==> config.mk <==
export PLATFORM = sky130hd
export DESIGN_NAME = game_controller_param
export DESIGN_NICKNAME = d
export VERILOG_FILES = /design/src/rtl/game_controller_param.sv
export SDC_FILE = /design/constraint.sdc
export NUM_CORES = 1
export LEC_CHECK = 0
export ABC_CLOCK_PERIOD_IN_PS = 6300
export CAP_MARGIN = 10
export CORE_MARGIN = 5
export CORE_UTILIZATION = 35
export CTS_CLUSTER_DIAMETER = 120
export DETAILED_ROUTE_END_ITERATION = 6
export SYNTH_ARGS = -nofsm -noshare
export SYNTH_HDL_FRONTEND = slang
export SYNTH_SLANG_ARGS = --single-unit
export TNS_END_PERCENT = 50
==> constraint.sdc <==
create_clock -name clk_25MHZ -period 6.3 [get_ports clk_25MHZ]
set_input_delay 0.945 -clock clk_25MHZ [delete_from_list [all_inputs] [get_ports clk_25MHZ]]
set_output_delay 0.945 -clock clk_25MHZ [all_outputs]
set_load 0.01 [all_outputs]
==> src/rtl/game_controller_param.sv <==
// Ball controller for one- or two-player paddle games.
// Tracks ball position, a gravity arc and wall/paddle reflections, keeps
// per-side scores and runs the serve / point / game-over sequence.
// Handshake-free: hit_* are single-cycle event strobes from the collision
// detectors, rand_en is a one-cycle request answered by rand_ball being valid
// on the following cycle.
module game_controller_param #(
    parameter int H_RES       = 320,
    parameter int V_RES       = 240,
    parameter int BALL_SIZE   = 20,
    parameter int X_STEP      = 4,
    parameter int GRAV_PERIOD = 4,
    parameter int VY_INIT     = -3,
    parameter int Y_START     = 80,
    parameter int TICK_PP     = 270000,
    parameter int TICK_SOC    = 360000,
    parameter int TICK_BSK    = 520000,
    parameter int FAST_THRESH = 2,
    parameter int SERVE_WAIT  = 1000000,
    parameter int MAX_SCORE   = 7,
    parameter int SCORE_W     = 4
) (
    input  logic               clk_25MHZ,
    input  logic               reset,
    input  logic               upscale,
    input  logic               mode,
    input  logic               game_start,
    input  logic               hit_right,
    input  logic               hit_left,
    input  logic [9:0]         estimated_speed,
    input  logic [1:0]         rand_ball,
    output logic               rand_en,
    output logic [9:0]         ball_x_out,
    output logic [9:0]         ball_y_out,
    output logic               is_ball_moving_left,
    output logic [SCORE_W-1:0] score_left,
    output logic [SCORE_W-1:0] score_right,
    output logic               game_over
);

    typedef enum logic [2:0] {
        S_IDLE  = 3'd0,
        S_SERVE = 3'd1,
        S_RUN   = 3'd2,
        S_POINT = 3'd3,
        S_OVER  = 3'd4
    } state_t;

    state_t r_state;
    state_t w_state_next;

    logic [9:0]         r_ball_x;
    logic [9:0]         r_ball_y;
    logic signed [9:0]  r_vy;
    logic               r_dir_left;
    logic [7:0]         r_grav;
    logic [31:0]        r_tick;
    logic [31:0]        r_wait;
    logic [31:0]        r_period;
    logic [SCORE_W-1:0] r_score_left;
    logic [SCORE_W-1:0] r_score_right;
    logic               r_game_over;
    logic               r_rand_en;
    logic               r_mode;
    logic               r_scorer_left;

    logic [9:0]          w_x_lim;
    logic [9:0]          w_y_max;
    logic [31:0]         w_base;
    logic                w_fast;
    logic                w_hit_r;
    logic                w_hit_l;
    logic                w_hit;
    logic                w_step;
    logic                w_edge_l;
    logic                w_edge_r;
    logic                w_start;
    logic                w_serve_done;
    logic                w_serve_load;
    logic                w_grav_wrap;
    logic [7:0]          w_grav_next;
    logic signed [9:0]   w_vy_upd;
    logic signed [11:0]  w_vy_ext;
    logic signed [11:0]  w_y_new;
    logic [SCORE_W-1:0]  w_point_old;
    logic [SCORE_W-1:0]  w_point_new;
    logic                w_point_final;

    // Playfield limits follow the active resolution.
    assign w_x_lim = upscale ? 10'(2 * H_RES - BALL_SIZE) : 10'(H_RES - BALL_SIZE);
    assign w_y_max = upscale ? 10'(2 * V_RES - 1) : 10'(V_RES - 1);

    // Base step period per ball type; type 3 falls back to ping-pong.
    always_comb begin
        w_base = 32'(TICK_PP);
        case (rand_ball)
            2'd1:    w_base = 32'(TICK_SOC);
            2'd2:    w_base = 32'(TICK_BSK);
            default: w_base = 32'(TICK_PP);
        endcase
    end

    assign w_fast = (estimated_speed >= 10'(FAST_THRESH));

    // Hits are only accepted toward the paddle; a hit suppresses the step.
    assign w_hit_r  = (r_state == S_RUN) && hit_right && !r_dir_left;
    assign w_hit_l  = (r_state == S_RUN) && hit_left && r_dir_left && r_mode;
    assign w_hit    = w_hit_r || w_hit_l;
    assign w_step   = (r_state == S_RUN) && !w_hit && (r_tick >= r_period);
    assign w_edge_l = w_step && r_dir_left && (r_ball_x < 10'(X_STEP));
    assign w_edge_r = w_step && !r_dir_left && (r_ball_x >= w_x_lim);

    assign w_start      = game_start && ((r_state == S_IDLE) || (r_state == S_OVER));
    assign w_serve_done = (r_state == S_SERVE) && (r_wait == 32'(SERVE_WAIT - 1));

    // Point bookkeeping: the scorer's new score decides between serve and game over.
    assign w_point_old   = r_scorer_left ? r_score_left : r_score_right;
    assign w_point_new   = (w_point_old >= SCORE_W'(MAX_SCORE)) ? SCORE_W'(MAX_SCORE)
                                                                : w_point_old + SCORE_W'(1);
    assign w_point_final = (w_point_new == SCORE_W'(MAX_SCORE));
    assign w_serve_load  = w_start || ((r_state == S_POINT) && !w_point_final);

    // Gravity: vy gains +1 on the step where the counter wraps; y uses the old vy.
    assign w_grav_wrap = (r_grav == 8'(GRAV_PERIOD - 1));
    assign w_grav_next = w_grav_wrap ? 8'd0 : r_grav + 8'd1;
    assign w_vy_upd    = r_vy + (w_grav_wrap ? 10'sd1 : 10'sd0);
    assign w_vy_ext    = {{2{r_vy[9]}}, r_vy};
    assign w_y_new     = $signed({2'b00, r_ball_y}) + w_vy_ext;

    // State register.
    always_ff @(posedge clk_25MHZ or posedge reset) begin
        if (reset) r_state <= S_IDLE;
        else       r_state <= w_state_next;
    end

    // Next-state decode.
    always_comb begin
        w_state_next = r_state;
        case (r_state)
            S_IDLE, S_OVER: if (game_start) w_state_next = S_SERVE;
            S_SERVE:        if (w_serve_done) w_state_next = S_RUN;
            S_RUN: begin
                if (w_edge_l && r_mode) w_state_next = S_POINT;
                else if (w_edge_r)      w_state_next = r_mode ? S_POINT : S_OVER;
            end
            S_POINT:        w_state_next = w_point_final ? S_OVER : S_SERVE;
            default:        w_state_next = S_IDLE;
        endcase
    end

    // Ball motion, timers, scores and registered outputs.
    always_ff @(posedge clk_25MHZ or posedge reset) begin
        if (reset) begin
            r_ball_x      <= 10'd100;
            r_ball_y      <= 10'(Y_START);
            r_vy          <= 10'(VY_INIT);
            r_dir_left    <= 1'b1;
            r_grav        <= 8'd0;
            r_tick        <= 32'd0;
            r_wait        <= 32'd0;
            r_period      <= 32'(TICK_PP);
            r_score_left  <= '0;
            r_score_right <= '0;
            r_game_over   <= 1'b0;
            r_rand_en     <= 1'b0;
            r_mode        <= 1'b0;
            r_scorer_left <= 1'b0;
        end else begin
            r_rand_en   <= 1'b0;
            r_game_over <= (w_state_next == S_OVER);
            // rand_ball answers the previous cycle's request.
            if (r_rand_en) r_period <= w_base;

            case (r_state)
                S_IDLE, S_OVER: begin
                    if (game_start) begin
                        r_mode        <= mode;
                        r_score_left  <= '0;
                        r_score_right <= '0;
                        r_dir_left    <= 1'b1;
                    end
                end
                S_SERVE: begin
                    r_wait <= r_wait + 32'd1;
                    r_tick <= 32'd0;
                end
                S_RUN: begin
                    if (w_hit) begin
                        r_dir_left <= w_hit_r;
                        r_tick     <= 32'd0;
                        r_period   <= w_fast ? (w_base >> 1) : w_base;
                        if (w_hit_r && !r_mode && (r_score_right != {SCORE_W{1'b1}}))
                            r_score_right <= r_score_right + SCORE_W'(1);
                    end else if (r_tick < r_period) begin
                        r_tick <= r_tick + 32'd1;
                    end else begin
                        r_tick <= 32'd0;
                        r_grav <= w_grav_next;
                        if (w_y_new <= 12'sd0) begin
                            r_ball_y <= 10'd0;
                            r_vy     <= -w_vy_upd;
                        end else if (w_y_new >= $signed({2'b00, w_y_max})) begin
                            r_ball_y <= w_y_max;
                            r_vy     <= -w_vy_upd;
                        end else begin
                            r_ball_y <= w_y_new[9:0];
                            r_vy     <= w_vy_upd;
                        end
                        if (r_dir_left) begin
                            if (w_edge_l) begin
                                if (!r_mode) begin
                                    r_ball_x   <= 10'd0;
                                    r_dir_left <= 1'b0;
                                    r_rand_en  <= 1'b1;
                                end else begin
                                    r_scorer_left <= 1'b0;
                                end
                            end else begin
                                r_ball_x <= r_ball_x - 10'(X_STEP);
                            end
                        end else begin
                            if (w_edge_r) begin
                                if (r_mode) r_scorer_left <= 1'b1;
                            end else begin
                                r_ball_x <= r_ball_x + 10'(X_STEP);
                            end
                        end
                    end
                end
                S_POINT: begin
                    if (r_scorer_left) r_score_left  <= w_point_new;
                    else               r_score_right <= w_point_new;
                    // Serve toward the side that just conceded.
                    r_dir_left <= !r_scorer_left;
                end
                default: ;
            endcase

            if (w_serve_load) begin
                r_ball_x  <= w_x_lim >> 1;
                r_ball_y  <= 10'(Y_START);
                r_vy      <= 10'(VY_INIT);
                r_grav    <= 8'd0;
                r_wait    <= 32'd0;
                r_rand_en <= 1'b1;
            end
        end
    end

    assign rand_en             = r_rand_en;
    assign ball_x_out          = r_ball_x;
    assign ball_y_out          = r_ball_y;
    assign score_left          = r_score_left;
    assign score_right         = r_score_right;
    assign game_over           = r_game_over;
    assign is_ball_moving_left = r_dir_left && ((r_state == S_SERVE) || (r_state == S_RUN));

endmodule

==> reports/results.tsv, run 1 <==
stage	metric	value	unit
outcome	outcome	completed	
critical_path	cp.required	6.66	ns
synth	syn_nets	1112	
cts	cts_hold_buf	0	
layout	final_cells	1418	
synth	syn_area_per_cell	8.919	um2
timing	rsz0062_at_grt	false	
layout	layout-drive-gt1-share	0.08403	
hold_path	worst_hold_path_type	reg -> reg	
layout	fin_util	0.4080	
synth	synthSimpleGateAreaFrac	0.2205	
synth	synth_top_family_by_area	simple AND/OR/NAND/NOR gates	
placed_design	dpl.hpwl	15.02	mm
synth	yosys.area_share.adder	0.08662	
cts	htreeDepth	4	
critical_path	cp_max_fo	13	
power_and_ir_drop	switching_share	0.2608	
power_and_ir_drop	seqPwrFrac	0.470	
cts	cts_sinks	149	
cts	insertion_delay	0.44	ns
floorplanning	core	25980	um2
drt	wire_per_inst	14.72	um
layout	antenna_cells	0	
cts	clock_path_buffers	2	
layout	area_growth	15.42	%
timing	clock_skew	0.01785	ns
critical_path	start_kind	flop	
critical_path	r2r_end	r_vy[8]	
global_routing	grt_pass1_wl	35.17	mm
floorplanning	rows	59	
power_and_ir_drop	power.switching	0.0005391	W
synth	synth_edf_count	0	
placed_design	dp.cells	1386	
drt	dr.pass1.iters	4	
drt	routed_via_density	5.201	
synth	synth_xor_area_frac	0.06579	
drt	drcViolationCount	0	
timing	period_share	0.6707	
layout	fillCellCount	2578	
hold_path	min_from	r_period[9]	
drt	drtIter0Drc	421	
power_and_ir_drop	internal-power	0.001528	W
layout	layout.nets	1152	
critical_path	r2r_slack	2.07	ns
timing	worst_pin_slew	0.8551	ns
synth	synth_cell_types	78	
synth	synthCells	1030	
synth	synth_flop_cell	dfrtp_1	
timing	setup_violations	0	
synth	synthMuxAreaShare	0.02493	
cts	cts_tree	yes	
floorplanning	ioPinCount	50	
global_routing	grt_overflow_total	0	
synth	async_flop_share	1.000	
timing	relSlewSlack	0.4278	
placed_design	numPortBuffers	47	
synth	ys.warnings.count	0	
timing	tns	0	ns
cts	cts_buffers	17	
cts	root_buffer	clkbuf_16	
critical_path	endpoint_kind	flop	
critical_path	rr_worst_depth	15	
global_routing	grt_pass1_vias	7080	
cts	cts_resized	0	
flow_run	cap_violations	0	
power_and_ir_drop	leakage	4.632	nW
cts	cts_setup_buffers	0	
synth	yosysSeqAreaShare	0.4090	
drt	wl	20.88	mm
placed_design	gp_congestion	0.8272	
floorplanning	die_h	172.0	um
floorplanning	die-area	29590	um2
timing	final_hold_viol_count	0	
power_and_ir_drop	p_comb_frac	0.031	
floorplanning	dieWidth	172.0	um
floorplanning	initial_core_util	0.3535	
critical_path	worst_ep_arrival_time	4.59	ns
power_and_ir_drop	p_per_area	194.9	nW/um2
critical_path	path_class	reg -> reg	
global_routing	antenna_found_initial	0	
drt	ant_nets	0	
global_routing	grt.total_usage	0.1452	
power_and_ir_drop	power.share.clock	0.500	
synth	ys_seq_elements	149	
timing	period_needed	4.225	ns
drt	vias	7375	
synth	synth-compound-area-share	0.1505	
synth	syn-cell-area	9186	um2
hold_path	hold_depth	2	
global_routing	grt_max_degree	66	
hold_path	holdPathEnd	r_period[9]	
timing	drv_slew	0	
timing	fin_hold_ws	0.4718	ns
power_and_ir_drop	vdd_ir_drop_max	173.2	uV
timing	fmaxAchievable	0.2367	GHz
cts	clkTransAtPathRegs	0.08	ns
critical_path	rr_startpoint	r_vy[0]	
flip-flops by register name, indices dropped and copies added (netlist names), 3 cells and up:
register     flops
ball_x_out       9
ball_y_out      10
r_grav           8
r_period        32
r_state          3
r_tick          32
r_vy            10
r_wait          32
score_left       4
score_right      4
routing by layer:
| layer | global-route usage | vias up | routed length [um] |
|---|---|---|---|
| li1 | - | 3708 | - |
| met5 | 0 | - | 0 |
| met3 | 0.02812 | 27 | 630 |
| met1 | 0.1931 | 3556 | 9888 |
| met2 | 0.2433 | 84 | 10060 |
| met4 | 0.03896 | 0 | 300 |
synthesized netlist by cell type, types with 3 or more instances:
cell type	number	area, um2
nand3_1	42	210.2
or2_2	6	37.54
a211o_1	3	26.28
nor3b_1	3	22.52
o21ai_0	60	300.3
o21a_1	4	30.03
a22o_1	10	87.58
a21o_1	12	90.09
nand2_1	93	349.1
xnor2_1	20	175.2
clkbuf_1	26	97.59
o31ai_1	10	75.07
nor2b_1	15	93.84
dfrtp_1	126	3153
a31oi_1	10	62.56
nand2b_1	6	37.54
nor3_1	29	145.1
nand4_1	20	125.1
or3_1	8	50.05
ha_1	62	775.7
and4_1	7	61.31
and2_1	7	43.79
a211oi_1	4	30.03
o211ai_1	6	45.04
nor4_1	9	56.30
inv_1	66	247.7
nor2_1	141	529.3
o22ai_1	6	37.54
xor2_1	49	429.2
a21oi_1	47	235.2
dfstp_2	23	604.3
mux2i_1	15	150.1
and3_1	24	150.1
a2bb2oi_1	3	26.28
mux2_2	7	78.83
per-stage QoR:
step / worst slack (ns) / power [W] / cell area (um2)
final: 2.075 / 0.002067 / 10600
after global routing: 1.657 / 0.002141 / 10600
after CTS: 2.079 / 0.002094 / 10600
after detailed placement: 2.118 / 0.001054 / 9997
after global placement: 2.172 / 0.001053 / 9997
after floorplan: 1.385 / 0.001025 / 9186
cell type report:
class                   instances  area (um2)  area share
clock buffers                  17       425.4     0.04012
clock inverters                15       180.2     0.01699
inverters                      66       252.7     0.02384
multi-input cells             783        5052      0.4765
flip-flops and latches        149        3757      0.3544
well taps                     335       419.2     0.03953
repair buffers                 53       515.5     0.04862
cell usage in the layout, fill, tap and decap left out, types with 6 or more instances in the layout:
| cell type | netlist | layout |
|---|---|---|
| xnor2_1 | 20 | 20 |
| clkbuf_16 | 0 | 17 |
| o31ai_1 | 10 | 10 |
| nor4_1 | 9 | 9 |
| nand3_1 | 42 | 42 |
| nor2b_1 | 15 | 15 |
| a21o_1 | 12 | 12 |
| xor2_1 | 49 | 49 |
| nand2b_1 | 6 | 6 |
| mux2i_1 | 15 | 15 |
| or2_2 | 6 | 6 |
| buf_4 | 1 | 6 |
| clkdlybuf4s50_1 | 0 | 47 |
| and3_1 | 24 | 24 |
| dfstp_2 | 23 | 23 |
| o211ai_1 | 6 | 6 |
| a21oi_1 | 47 | 47 |
| inv_1 | 66 | 65 |
| nand4_1 | 20 | 20 |
| o22ai_1 | 6 | 6 |
| and2_1 | 7 | 7 |
| mux2_2 | 7 | 7 |
| ha_1 | 62 | 62 |
| and4_1 | 7 | 7 |
| nand2_1 | 93 | 93 |
| nor3_1 | 29 | 29 |
| o21ai_0 | 60 | 59 |
| or3_1 | 8 | 8 |
| nor2_1 | 141 | 141 |
| a22o_1 | 10 | 10 |
| dfrtp_1 | 126 | 126 |
| a31oi_1 | 10 | 10 |
how the worst max path moves through the flow:
| stage | start | to | slack, ns | cells past startpoint |
|---|---|---|---|---|
| after floorplan | reset | ball_x_out[1] | 1.39 | 1 |
| after global placement | r_vy[0] | r_vy[8] | 2.17 | 15 |
| after detailed placement | r_vy[0] | r_vy[8] | 2.12 | 15 |
| after CTS | r_vy[0] | r_vy[8] | 2.08 | 15 |
| after global routing | r_grav[0] | r_vy[9] | 1.66 | 15 |
| final | r_vy[0] | r_vy[8] | 2.07 | 15 |
power by group through the flow:
stage | Combinational [W] | Sequential [W] | Clock [W]
after detailed placement | 0.0000652 | 0.000988 | 0
after global routing | 0.0000733 | 0.000971 | 0.00110
final | 0.0000631 | 0.000971 | 0.00103
after CTS | 0.0000658 | 0.000970 | 0.00106
after global placement | 0.0000647 | 0.000988 | 0
after floorplan | 0.0000385 | 0.000986 | 0
worst max-delay path: stages (launching register included):
cell and delay [ns]:
dfstp_2 0.56, ha_1 0.21, inv_1 0.07, fa_1 0.40, nand2b_1 0.18, a21oi_1 0.35, o21ai_0 0.20, xnor2_1 0.45
ha_1 0.20, inv_1 0.04, or3_1 0.40, a21oi_1 0.15, a211o_2 0.28, a211oi_1 0.13, or3_1 0.36, a22o_1 0.18
cells by family after synthesis:
logic type,count (synthesis)
AO/OA/AOI/OAI,206
XOR/XNOR,69
adder cells (fa/ha/maj),63
buffers and inverters,98
flip-flops,149
multiplexers,22
other,1
AND/OR/NAND/NOR,422
Power figures use the tool's default switching activity.
==> run 2, diff against run 1 <==
--- a/config.mk
+++ b/config.mk
@@ -5,7 +5,7 @@
 export SDC_FILE = /design/constraint.sdc
 export NUM_CORES = 1
 export LEC_CHECK = 0
-export ABC_CLOCK_PERIOD_IN_PS = 6300
+export ABC_CLOCK_PERIOD_IN_PS = 3800
 export CAP_MARGIN = 10
 export CORE_MARGIN = 5
 export CORE_UTILIZATION = 35
==> constraint.sdc (replaced) <==
create_clock -name clk_25MHZ -period 3.8 [get_ports clk_25MHZ]
set_input_delay 0.57 -clock clk_25MHZ [delete_from_list [all_inputs] [get_ports clk_25MHZ]]
set_output_delay 0.57 -clock clk_25MHZ [all_outputs]
set_load 0.01 [all_outputs]
==> run 2 against run 1 <==
Critical path depth unchanged. Non-clock buffer count is 16 higher. Global-route usage increased by 0.11 points. Die area is the same. Largest power group unchanged. Largest cell class unchanged. Register-to-register slack got worse by 2.0 ns.
==> reports/results.tsv, run 2 (synthesis results as in run 1) <==
stage	metric	value	unit	change
hold_path	min_from	r_period[10]		
critical_path	cp_cell_sequence	ha_4 > inv_1 > fa_1 > nand2b_1 > a21oi_2 > buf_4 > o2111ai_2 > a21oi_1 > mux2i_1 > or3_4 > a211o_4 > buf_4 > and3_1 > or2_0 > a31oi_1		
timing	period_needed	3.702	ns	-0.5230 ns
hold_path	worst_hold_path_type	reg -> reg		
placed_design	dp.cells	1400		+1.0%
power_and_ir_drop	vdd_ir_drop_max	217.5	uV	+26%
cts	cts_tree	yes		
layout	fillCellCount	2601		+0.89%
power_and_ir_drop	power	0.003424	W	+66%
critical_path	worst_ep_arrival_time	4.05	ns	-0.54 ns
global_routing	grt.total_usage	0.1464		+0.001121
cts	clock_path_buffers	2		unchanged
critical_path	path_class	reg -> reg		
critical_path	rr_startpoint	r_vy[0]		
hold_path	holdPathEnd	r_period[10]		
hold_path	hold_depth	2		unchanged
drt	wl	21.14	mm	+1.2%
cts	insertion_delay	0.43	ns	about the same
global_routing	antenna_found_initial	0		unchanged
timing	fin_hold_ws	0.4693	ns	-0.002528 ns
placed_design	dpl.hpwl	15.13	mm	+0.69%
layout	antenna_cells	0		unchanged
drt	vias	7387		+0.16%
critical_path	endpoint_kind	flop		
floorplanning	die-area	29590	um2	unchanged
outcome	outcome	completed		
cts	cts_sinks	149		unchanged
cts	root_buffer	clkbuf_16		
timing	period_share	0.9743		+0.3036
floorplanning	initial_core_util	0.3535		unchanged
floorplanning	die_h	172.0	um	unchanged
timing	final_hold_viol_count	0		unchanged
global_routing	grt_overflow_total	0		unchanged
timing	drv_slew	0		unchanged
timing	worst_pin_slew	0.6979	ns	-0.1572 ns
floorplanning	dieWidth	172.0	um	unchanged
floorplanning	ioPinCount	50		unchanged
drt	wire_per_inst	14.74	um	+0.12%
layout	layout.nets	1168		+1.4%
critical_path	rr_worst_depth	15		unchanged
timing	setup_violations	0		unchanged
critical_path	critPathMaxStageDelay	0.56	ns	about the same
critical_path	cp.required	4.15	ns	-2.51 ns
critical_path	r2r_slack	0.1	ns	-1.98 ns
timing	fmaxAchievable	0.2701	GHz	+14%
layout	final_cell_mix	nor2_1 (141), dfrtp_1 (126), nand2_1 (93), inv_1 (65)		
cts	cts_hold_buf	0		unchanged
timing	clock_skew	0.01210	ns	-0.005750 ns
cts	htreeDepth	4		unchanged
layout	final_cells	1434		+1.1%
critical_path	crit_slowest_cell	dfstp_2		
drt	routed_via_density	5.151		-0.95%
critical_path	start_kind	flop		
placed_design	dp_slack	-0.01701	ns	-2.135 ns
layout	area_growth	18.11	%	
cts	cts_buffers	17		unchanged
timing	relSlewSlack	0.5330		+0.1052
drt	drtIter0Drc	369		-12%
global_routing	grt_pass1_vias	7072		-0.11%
drt	dr.pass1.iters	5		+1
floorplanning	rows	59		unchanged
placed_design	place_area	10110	um2	+1.2%
flow_run	cap_violations	0		unchanged
power_and_ir_drop	leakage	4.731	nW	+2.1%
drt	drcViolationCount	0		unchanged
global_routing	grt_max_degree	58		-12%
placed_design	gp_congestion	0.8440		+2.0%
layout	layout-drive-gt1-share	0.1119		+0.02789
placed_design	numPortBuffers	47		unchanged
layout	reg.largest.list	r_period (32), r_tick (32), r_wait (32)		
layout	final_common_cell	nor2_1		
power_and_ir_drop	p_per_area	315.6	nW/um2	+62%
drt	ant_nets	0		unchanged
floorplanning	core	25980	um2	unchanged
critical_path	r2r_end	r_vy[7]		
critical_path	cp_max_fo	7		-6
layout	finalInstanceArea	10850	um2	+2.3%
critical_path	crit_top_cell	buf_4		
timing	fin_ws	0.09761	ns	-1.977 ns
global_routing	grt_pass1_wl	35.42	mm	+0.73%
cts	clkTransAtPathRegs	0.07	ns	about the same
[run 2: area by class of cell]
cell class,instances,area [um2],area share
multi-input cells,783,5167,0.4762
flip-flops and latches,149,3757,0.3463
repair buffers,69,648.1,0.05973
clock buffers,17,425.4,0.03921
well taps,335,419.2,0.03863
inverters,66,251.5,0.02318
clock inverters,15,181.4,0.01672
[run 2: worst max-delay path by stage]
stage	cells past startpoint	endpoint	slack, ns	startpoint
finish	15	r_vy[7]	0.1	r_vy[0]
global route	15	r_vy[7]	-0.04	r_vy[0]
CTS	15	r_vy[7]	0.01	r_vy[0]
detailed placement	15	r_vy[7]	-0.02	r_vy[0]
global placement	15	r_vy[7]	0.07	r_vy[0]
floorplan	15	r_vy[9]	0.16	r_grav[0]
[run 2: layer usage]
layer	share of wire	global-route usage
met5	0	0
met4	0.013	0.04067
met3	0.021	0.02218
met2	0.49	0.2442
met1	0.48	0.1987
[run 2: through the flow]
stage	TNS [ns]	util
after detailed placement	-0.01701	0.3892
after CTS	0	0.4127
after global routing	-0.06641	0.4176
after global placement	0	0.3892
final	0	0.4176
after floorplan	0	-
[run 2: power breakdown]
group / switching [W] / leakage (nW) / internal (W)
clock network: 0.000813 / 0.296 / 0.000892
logic: 0.0000660 / 2.50 / 0.0000438
registers: 0.00000878 / 1.94 / 0.00160
[run 2: repair_timing]
| item | CTS | global route |
|---|---|---|
| endpoints found under the setup margin | 1 | 13 |
| resized for setup | 1 | 19 |
| pin swaps | 0 | 3 |
| setup buffers | 0 | 2 |
[run 2: critical path: cells and delay by family (launching register included)]
kind	cells	cell delay, ns
AND/OR/NAND/NOR	4	0.93
buffers and inverters	3	0.37
multiplexers	1	0.13
flip-flops	1	0.56
adder cells (fa/ha/maj)	2	0.54
AO/OA/AOI/OAI	5	1.08
